[src/rtl/otter_trap_pkg.sv]
// Shared types and constants for the Otter trap sequencer.
// Holds the trap FSM state, CSR addresses and a PC alignment helper.
package otter_trap_pkg;

  typedef enum logic [1:0] {
    IDLE  = 2'd0,
    DRAIN = 2'd1,
    TAKE  = 2'd2
  } trap_state_t;

  localparam logic [11:0] CSR_MSTATUS = 12'h300;
  localparam logic [11:0] CSR_MIE     = 12'h304;
  localparam logic [11:0] CSR_MTVEC   = 12'h305;
  localparam logic [11:0] CSR_MEPC    = 12'h341;

  function automatic logic [31:0] align_pc(
    input logic [31:0] pc
  );
    return {pc[31:2], 2'b00};
  endfunction

endpackage

[src/rtl/otter_irq_sync.sv]
// irq_in synchronizer chain with a rising-edge detector.
// Ports: clk, rst (sync, high), irq_in (async level), irq_edge (1-cycle).
module otter_irq_sync
  import otter_trap_pkg::*;
#(
  parameter int SYNC_STAGES = 2
) (
  input  logic clk,
  input  logic rst,
  input  logic irq_in,
  output logic irq_edge
);

  if (SYNC_STAGES < 2 || SYNC_STAGES > 4) begin : g_bad_depth
    $error("SYNC_STAGES must be in 2..4");
  end

  logic [SYNC_STAGES-1:0] sync_q;
  logic                   lvl_q;

  always_ff @(posedge clk) begin
    if (rst) begin
      sync_q <= '0;
      lvl_q  <= 1'b0;
    end else begin
      sync_q <= {sync_q[SYNC_STAGES-2:0], irq_in};
      lvl_q  <= sync_q[SYNC_STAGES-1];
    end
  end

  // edge is combinational off two flops, so pending
  // lands SYNC_STAGES+1 edges after irq_in rises
  assign irq_edge = sync_q[SYNC_STAGES-1] & ~lvl_q;

endmodule

[src/rtl/otter_trap_ctrl.sv]
// Interrupt/trap sequencer: latches irq, drains the pipe, traps via mtvec.
// Ports: irq_in, CSR mie/mstatus/mtvec/mepc, commit info, pipe_empty;
//   out: stall_fetch, flush, redirect_valid/pc, int_taken, int_ret, next_pc.
module otter_trap_ctrl
  import otter_trap_pkg::*;
#(
  parameter int SYNC_STAGES = 2
) (
  input  logic        clk,
  input  logic        rst,
  input  logic        irq_in,
  input  logic        mie,
  input  logic        mstatus,
  input  logic [31:0] mtvec,
  input  logic [31:0] mepc,
  input  logic        commit_valid,
  input  logic [31:0] commit_next_pc,
  input  logic        mret_commit,
  input  logic        pipe_empty,
  output logic        stall_fetch,
  output logic        flush,
  output logic        redirect_valid,
  output logic [31:0] redirect_pc,
  output logic        int_taken,
  output logic        int_ret,
  output logic [31:0] next_pc
);

  logic irq_edge;

  otter_irq_sync #(
    .SYNC_STAGES(SYNC_STAGES)
  ) u_sync (
    .clk     (clk),
    .rst     (rst),
    .irq_in  (irq_in),
    .irq_edge(irq_edge)
  );

  trap_state_t state_q, state_d;
  logic        pending_q;
  logic [31:0] last_pc_q;
  logic [31:0] saved_pc_q;

  logic        irq_en;
  logic        mret_ev;
  logic [31:0] entry_pc;
  logic [31:0] drain_pc;

  logic        stall_d;
  logic        flush_d;
  logic        rdv_d;
  logic [31:0] rdpc_d;
  logic        taken_d;
  logic        ret_d;
  logic [31:0] npc_d;

  assign irq_en  = mie & mstatus;
  assign mret_ev = commit_valid & mret_commit;

  // PC to resume at if the drain starts now
  assign entry_pc = commit_valid ? commit_next_pc : last_pc_q;

  // an mret retiring mid-drain returns to mepc,
  // so the trap frame must record mepc instead
  assign drain_pc = !commit_valid ? saved_pc_q :
                    mret_commit   ? mepc       :
                                    commit_next_pc;

  always_ff @(posedge clk) begin
    if (rst) begin
      state_q        <= IDLE;
      stall_fetch    <= 1'b0;
      flush          <= 1'b0;
      redirect_valid <= 1'b0;
      redirect_pc    <= '0;
      int_taken      <= 1'b0;
      int_ret        <= 1'b0;
      next_pc        <= '0;
    end else begin
      state_q        <= state_d;
      stall_fetch    <= stall_d;
      flush          <= flush_d;
      redirect_valid <= rdv_d;
      redirect_pc    <= rdpc_d;
      int_taken      <= taken_d;
      int_ret        <= ret_d;
      next_pc        <= npc_d;
    end
  end

  always_comb begin
    state_d = state_q;
    unique case (state_q)
      IDLE: begin
        if (mret_ev)
          state_d = IDLE;
        else if (pending_q && irq_en)
          state_d = DRAIN;
      end
      DRAIN: begin
        if (!irq_en)
          state_d = IDLE;
        else if (pipe_empty)
          state_d = TAKE;
      end
      TAKE:    state_d = IDLE;
      default: state_d = IDLE;
    endcase
  end

  // computes the values the output flops take
  // at the edge that enters state_d
  always_comb begin
    stall_d = 1'b0;
    flush_d = 1'b0;
    rdv_d   = 1'b0;
    rdpc_d  = '0;
    taken_d = 1'b0;
    ret_d   = 1'b0;
    npc_d   = '0;
    unique case (state_q)
      IDLE: begin
        if (mret_ev) begin
          ret_d   = 1'b1;
          flush_d = 1'b1;
          rdv_d   = 1'b1;
          rdpc_d  = align_pc(mepc);
        end else if (pending_q && irq_en) begin
          stall_d = 1'b1;
        end
      end
      DRAIN: begin
        if (irq_en) begin
          stall_d = 1'b1;
          if (pipe_empty) begin
            taken_d = 1'b1;
            npc_d   = drain_pc;
            flush_d = 1'b1;
            rdv_d   = 1'b1;
            rdpc_d  = align_pc(mtvec);
          end
        end
      end
      default: begin
      end
    endcase
  end

  always_ff @(posedge clk) begin
    if (rst) begin
      pending_q  <= 1'b0;
      last_pc_q  <= '0;
      saved_pc_q <= '0;
    end else begin
      // a fresh edge in the TAKE cycle outranks the clear
      if (irq_edge)
        pending_q <= 1'b1;
      else if (state_q == TAKE)
        pending_q <= 1'b0;
      if (commit_valid)
        last_pc_q <= commit_next_pc;
      if (state_q == IDLE)
        saved_pc_q <= entry_pc;
      else if (state_q == DRAIN)
        saved_pc_q <= drain_pc;
    end
  end

endmodule

[config.mk]
export PLATFORM = sky130hd
export DESIGN_NAME = otter_trap_ctrl
export DESIGN_NICKNAME = d
export VERILOG_FILES = /design/src/rtl/otter_trap_pkg.sv /design/src/rtl/otter_irq_sync.sv /design/src/rtl/otter_trap_ctrl.sv
export SDC_FILE = /design/constraint.sdc
export NUM_CORES = 1
export LEC_CHECK = 0
export CAP_MARGIN = 25
export CORE_MARGIN = 2
export CORE_UTILIZATION = 41
export CTS_BUF_LIST = sky130_fd_sc_hd__clkbuf_16
export CTS_CLUSTER_DIAMETER = 80
export CTS_CLUSTER_SIZE = 24
export DETAILED_ROUTE_END_ITERATION = 10
export GPL_ROUTABILITY_DRIVEN = 0
export PLACE_DENSITY = 0.75
export SLEW_MARGIN = 20
export SYNTH_ARGS = -nofsm -noshare
export SYNTH_HDL_FRONTEND = slang
export SYNTH_SLANG_ARGS = --single-unit
[constraint.sdc]
create_clock -name clk -period 1.5 [get_ports clk]
set_input_delay 0.45 -clock clk [delete_from_list [all_inputs] [get_ports clk]]
set_output_delay 0.45 -clock clk [all_outputs]
set_load 0.005 [all_outputs]
==> results of run 1 <==
-- per-stage QoR --
stage                     setup TNS [ps]  instance area [um^2]  hold WS [ps]  setup slack (ps)  std cells
after floorplan                     -210                  5290           414             -70.9        504
after global placement            -21710                  7510           430              -415        859
after detailed placement          -25570                  7510           442              -424        859
after CTS                              0                  7910           436              2.11        889
after global routing                   0                  7920           394              3.44        889
final                                  0                  7920           381              9.16        890
-- layer usage --
metal / up-vias / wire, um / share of wire
met1: 2236 / 6620 / 0.43
met3: 27 / 966 / 0.063
met5: - / 13 / 0.00085
met4: 2 / 342 / 0.022
li1: 2215 / - / -
met2: 171 / 7400 / 0.48
-- area by class of cell --
| cell class | count | area, um^2 | area share |
|---|---|---|---|
| clock buffers | 17 | 425 | 0.0537 |
| inverters | 5 | 18.8 | 0.00237 |
| well taps | 172 | 215 | 0.0272 |
| diodes | 1 | 2.50 | 0.000316 |
| multi-input cells | 311 | 2320 | 0.293 |
| clock inverters | 13 | 52.6 | 0.00664 |
| repair buffers | 235 | 2160 | 0.272 |
| flip-flops and latches | 136 | 2720 | 0.344 |
-- worst register-to-register path, stage by stage, from the launching register on --
cell	delay (ps)
dfxtp_1	330
buf_4	170
or3_1	380
buf_4	220
o221ai_1	240
-- where the power goes --
part	internal, mW	total, mW	leakage (nW)	switching (mW)
logic	0.579	0.981	2.18	0.402
clock network	2.01	3.45	0.256	1.44
registers	3.75	3.80	1.11	0.0517
total	6.35	8.24	3.55	1.89
-- placed cells by master, fill, tap and decap left out, types with 2 or more instances in the layout --
master,netlist,layout
buf_12,0,5
mux2i_1,64,64
nand3b_1,30,30
buf_2,25,2
a31oi_1,2,2
clkinv_1,0,5
nor3_1,2,2
mux2_2,30,30
nor2b_1,5,5
nand2_1,3,3
conb_1,1,2
buf_4,4,62
clkinv_2,0,3
clkbuf_16,0,17
a32oi_1,30,30
inv_1,5,9
or3_1,3,3
dfxtp_1,136,135
nor2_1,95,95
dlygate4sd2_1,0,67
a21oi_1,4,4
clkdlybuf4s50_1,0,97
o221ai_1,30,30
-- cell families after synthesis --
group | Yosys count
simple gates | 143
flops | 136
mux | 96
compound gates | 70
buf+inv | 57
other cells | 1
-- worst max-delay path by stage --
| stage | end | slack [ps] |
|---|---|---|
| 6_report | saved_pc_q[30] | 9 |
| 2_1_floorplan | saved_pc_q[30] | -70 |
| 3_5_place_dp | saved_pc_q[30] | -420 |
| 3_3_place_gp | saved_pc_q[30] | -410 |
| 5_1_grt | redirect_pc[5] | 3 |
| 4_1_cts | saved_pc_q[30] | 2 |
-- flip-flops by register name, summed over array words and instances, names as in the netlist --
name	flops
redirect_valid	1
int_taken	1
next_pc	32
state_q	2
saved_pc_q	32
int_ret	1
pending_q	1
u_sync.lvl_q	1
redirect_pc	30
last_pc_q	32
stall_fetch	1
u_sync.sync_q	2
==> run_results.csv, run 1 <==
group,metric,value,unit
routing,vias,4651,
final_layout,drive_gt1_frac,0.177,
logic_synthesis,postSynthAreaPerCell,10.5,um^2
logic_synthesis,ys_ff_latch,136,
sta,slew_violations,0,
routing,routed_wl,15.3,mm
final_layout,syn_to_final_growth,49.7,%
floorplanning,die_w,118,um
global_route,grt_max_degree,37,
logic_synthesis,async_flop_share,0,
worst_setup_path,critPathCaptureType,"flop",
worst_setup_path,path_depth,4,
logic_synthesis,synth.most_common_cell,"dfxtp_1",
worst_setup_path,crit_chain,"clkdlybuf4s50_1 > mux2_4 > mux4_2 > o21a_1",
global_route,grt_pass1_vias,4846,
clock_tree,root_buffer,"clkbuf_16",
global_route,top_usage_layer,"met2",
worst_setup_path,reg2reg_slack,80,ps
sta,fin_worst_skew,7.21,ps
sta,rsz0062_at_grt,"false",
worst_setup_path,crit_required,1800,ps
worst_setup_path,critPathLaunchType,"primary input",
logic_synthesis,synth_xor_area_frac,0,
clock_tree,postCtsHoldBufs,0,
sta,finalCriticalPeriod,1490,ps
worst_setup_path,startpoint,"mepc[30]",
placement,dp_hpwl,10.7,mm
floorplanning,dieArea,13800,um^2
floorplanning,die_h,118,um
sta,max_freq,0.671,GHz
logic_synthesis,synth_compound_area_frac,0.111,
power_and_ir_drop,powerDensity,1040,nW/um^2
flow_run,maxCapViolCount,0,
floorplanning,ios,173,
logic_synthesis,synthMuxAreaShare,0.192,
global_route,grt.met1_usage,0.263,
clock_tree,clockBufferDepth,2,
routing,drt-initial-drc-count,293,
clock_tree,clk-insertion-delay-late,410,ps
floorplanning,fp.coreArea,12600,um^2
min_path,min_from,"commit_next_pc[30]",
worst_setup_path,reg2reg_to,"saved_pc_q[12]",
routing,dr.pass1.iters,4,
routing,ant_nets,0,
final_layout,fin_nets,810,
min_path,whs_path_depth,3,
logic_synthesis,synth_cell_type_count,30,
logic_synthesis,synthesis.area,5290,um^2
global_route,grt_overflow,0,
logic_synthesis,synth_top_family_by_area,"multiplexers",
clock_tree,cts_sinks,136,
outcome,outcome,"complete, no violations",
worst_setup_path,crit_family,"multiplexers",
global_route,met3_usage,0.0644,
global_route,grtUsageTotal,0.224,
logic_synthesis,yosys.area.top_type,"dfxtp_1",
power_and_ir_drop,leakage,3.55,nW
placement,port_buffers,168,
logic_synthesis,netlist_instances,503,
min_path,min_to,"last_pc_q[30]",
final_layout,final_util,0.627,
power_and_ir_drop,ir_drop,501,uV
clock_tree,cts_setup_buffers,0,
worst_setup_path,cp_slowest_cell,"mux4_2",
worst_setup_path,crit_buf_inv,1,
sta,finalSetupViolations,0,
worst_setup_path,worstPathMaxFanout,2,
floorplanning,initial_core_util,0.419,
worst_setup_path,max_stage_delay,450,ps
logic_synthesis,yosysWarningCount,0,
clock_tree,h-tree-depth,4,
logic_synthesis,ys_top_cells_by_count,"dfxtp_1, nor2_1, mux2i_1",
routing,viasPerCell,5.23,
clock_tree,post_cts_resized,67,
clock_tree,cts_tree,"built",
logic_synthesis,synthFlopType,"dfxtp_1",
clock_tree,cts.clk_slew.worst_paths,50,ps
sta,fin_crit_sh,0.994,
routing,drcViolationCount,0,
global_route,use_met2,0.380,
worst_setup_path,worstRegToRegCells,4,
routing,wire_per_inst,17.2,um
worst_setup_path,crit_arrival,1790,ps
min_path,hp-class,"primary input to flop",
global_route,grt_pass1_wl,24.6,mm
final_layout,fillers,1050,
logic_synthesis,synthAdderAreaFrac,0,
power_and_ir_drop,p_total,8.24,mW
logic_synthesis,synth.area.top_cells,"dfxtp_1, mux2i_1, nor2_1",
sta,finalHoldViolCount,0,
global_route,antenna_found_initial,2,
logic_synthesis,ys_seq_area_frac,0.515,
logic_synthesis,synth_enable_flop_cells,0,
floorplanning,num_rows,41,
worst_setup_path,critPathKind,"primary input to flop",
logic_synthesis,yosysTopAreaCellShare,0.515,
worst_setup_path,timing.rr.start,"state_q[0]",
logic_synthesis,synth-simple-area-share,0.131,
clock_tree,cts_buffers,17,
(Power assumes the default switching activity.)
==> run 2: changes to the inputs <==
--- a/config.mk
+++ b/config.mk
@@ -7,13 +7,14 @@
 export LEC_CHECK = 0
 export CAP_MARGIN = 25
 export CORE_MARGIN = 2
-export CORE_UTILIZATION = 41
+export CORE_UTILIZATION = 56
 export CTS_BUF_LIST = sky130_fd_sc_hd__clkbuf_16
 export CTS_CLUSTER_DIAMETER = 80
 export CTS_CLUSTER_SIZE = 24
 export DETAILED_ROUTE_END_ITERATION = 10
+export DONT_BUFFER_PORTS = 1
 export GPL_ROUTABILITY_DRIVEN = 0
-export PLACE_DENSITY = 0.75
+export PLACE_DENSITY = 0.74
 export SLEW_MARGIN = 20
 export SYNTH_ARGS = -nofsm -noshare
 export SYNTH_HDL_FRONTEND = slang
==> run_results.csv, run 2 (synthesis gave the netlist of run 1 again) <==
group,metric,value,unit
clock_tree,cts_setup_buffers,0,
sta,finalCriticalPeriod,1380,ps
outcome,outcome,"complete, no violations",
clock_tree,cts_sinks,136,
final_layout,most-common-layout-cells,"dfxtp_1, nor2_1, mux2i_1",
floorplanning,fp.coreArea,9200,um^2
power_and_ir_drop,seq_power_share,0.465,
floorplanning,die_w,101,um
min_path,whs_path_depth,1,
global_route,grt_max_degree,73,
global_route,top_usage_layer,"met2",
worst_setup_path,crit_required,1820,ps
global_route,grt_pass1_vias,3891,
routing,ant_nets,0,
worst_setup_path,crit_arrival,1700,ps
power_and_ir_drop,leakage,2.39,nW
worst_setup_path,critPathKind,"flop to flop",
placement,dp_hpwl,8.16,mm
floorplanning,ios,173,
placement,port_buffers,0,
worst_setup_path,max_stage_delay,400,ps
placement,post_dp_cell_area,5400,um^2
floorplanning,num_rows,35,
clock_tree,h-tree-depth,4,
sta,slew_violations,0,
final_layout,syn_to_final_growth,12.7,%
sta,rsz0062_at_grt,"false",
final_layout,antenna_cells,0,
clock_tree,clockBufferDepth,2,
final_layout,final_common_cell,"dfxtp_1",
global_route,grt_pass1_wl,19.9,mm
worst_setup_path,critPathLaunchType,"flop",
final_layout,fin_nets,595,
flow_run,maxCapViolCount,0,
final_layout,largest_registers,"last_pc_q (32), next_pc (32), saved_pc_q (32)",
power_and_ir_drop,clkPwrFrac,0.480,
global_route,grt.met1_usage,0.326,
global_route,grt_overflow,0,
global_route,grtUsageTotal,0.254,
routing,routed_wl,12.6,mm
sta,finalSetupViolations,0,
worst_setup_path,worstRegToRegCells,4,
worst_setup_path,critPathCaptureType,"flop",
sta,finalHoldViolCount,0,
placement,pre_cts_ws,-50.3,ps
power_and_ir_drop,combPwrFrac,0.055,
sta,fin_worst_skew,7.43,ps
power_and_ir_drop,switchingPower,1.77,mW
clock_tree,cts.clk_slew.worst_paths,60,ps
final_layout,layoutNonFillerInstCount,613,
routing,dr.pass1.iters,4,
min_path,hp-class,"primary input to flop",
final_layout,fillers,718,
routing,drcViolationCount,0,
worst_setup_path,worstPathMaxFanout,21,
power_and_ir_drop,internal_power,6.42,mW
global_route,met3_usage,0.0835,
power_and_ir_drop,powerDensity,1370,nW/um^2
floorplanning,initial_core_util,0.575,
worst_setup_path,crit_family,"flip-flops",
routing,wire_per_inst,20.6,um
sta,hold_slack,117,ps
worst_setup_path,crit_buf_inv,2,
floorplanning,dieArea,10200,um^2
floorplanning,die_h,101,um
worst_setup_path,path_depth,4,
worst_setup_path,crit_chain,"inv_1 > or3_1 > buf_4 > o221ai_1",
sta,fin_crit_sh,0.923,
clock_tree,postCtsHoldBufs,0,
power_and_ir_drop,ir_drop,697,uV
worst_setup_path,cp_slowest_cell,"dfxtp_4",
clock_tree,root_buffer,"clkbuf_16",
clock_tree,cts_buffers,17,
global_route,antenna_found_initial,0,
routing,viasPerCell,6.17,
clock_tree,clk-insertion-delay-late,400,ps
sta,max_freq,0.722,GHz
placement,dp_cells,583,
final_layout,postLayoutCellArea,5960,um^2
routing,drt-initial-drc-count,221,
sta,fin_ws,116,ps
clock_tree,cts_tree,"built",
routing,vias,3780,
global_route,use_met2,0.396,
final_layout,drive_gt1_frac,0.167,
power_and_ir_drop,swShare,0.216,
-- run 2: changes by cell type in the layout (fill, tap and decap cells not counted), moves of 2 or more --
cell | before | now
buf_4 | 62 | 16
inv_6 | 0 | 2
inv_1 | 9 | 6
clkdlybuf4s50_1 | 97 | 0
clkinv_1 | 5 | 1
buf_2 | 2 | 0
clkinv_4 | 0 | 2
bufinv_16 | 0 | 2
clkinvlp_4 | 0 | 2
dlygate4sd2_1 | 67 | 0
-- run 2: area by class of cell --
class / count / area, um^2 / share of cell area
clock buffers: 17 / 425 / 0.0713
clock inverters: 13 / 133 / 0.0222
inverters: 5 / 18.8 / 0.00315
multi-input cells: 311 / 2320 / 0.389
flip-flops and latches: 136 / 2730 / 0.457
well taps: 111 / 139 / 0.0233
repair buffers: 20 / 200 / 0.0336
-- run 2: metrics by stage --
stage	TNS, ps	utilization	total power [mW]
floorplan	-210	-	4.32
detailed placement	-680	0.587	4.33
global placement	0	0.587	4.31
CTS	0	0.648	8.26
finish	0	0.649	8.19
global route	0	0.649	8.48
-- run 2: worst paths after layout --
| path | from | to | slack (ps) |
|---|---|---|---|
| setup / recovery | state_q[0] | saved_pc_q[13] | 120 |
| hold / removal | rst | last_pc_q[8] | 120 |
| setup reg to reg | state_q[0] | saved_pc_q[13] | 120 |
| hold reg to reg | u_sync.sync_q[0] | u_sync.sync_q[1] | 460 |
-- run 2: what timing repair did --
item,CTS,global route
endpoints found under the setup margin,22,10
gates cloned,0,0
resized for setup,1,1
-- run 2: layer usage --
layer,up-vias,share of wire
li1,1793,-
met1,1785,0.42
met2,188,0.48
met3,14,0.089
met4,0,0.011
met5,-,0
-- run 2: power groups by stage --
| stage | Combinational, mW | Sequential, mW | Clock (mW) |
|---|---|---|---|
| finish | 0.451 | 3.81 | 3.94 |
| global route | 0.500 | 3.82 | 4.16 |
| CTS | 0.454 | 3.81 | 4.00 |
| detailed placement | 0.450 | 3.88 | 0 |
| global placement | 0.433 | 3.88 | 0 |
| floorplan | 0.454 | 3.87 | 0 |
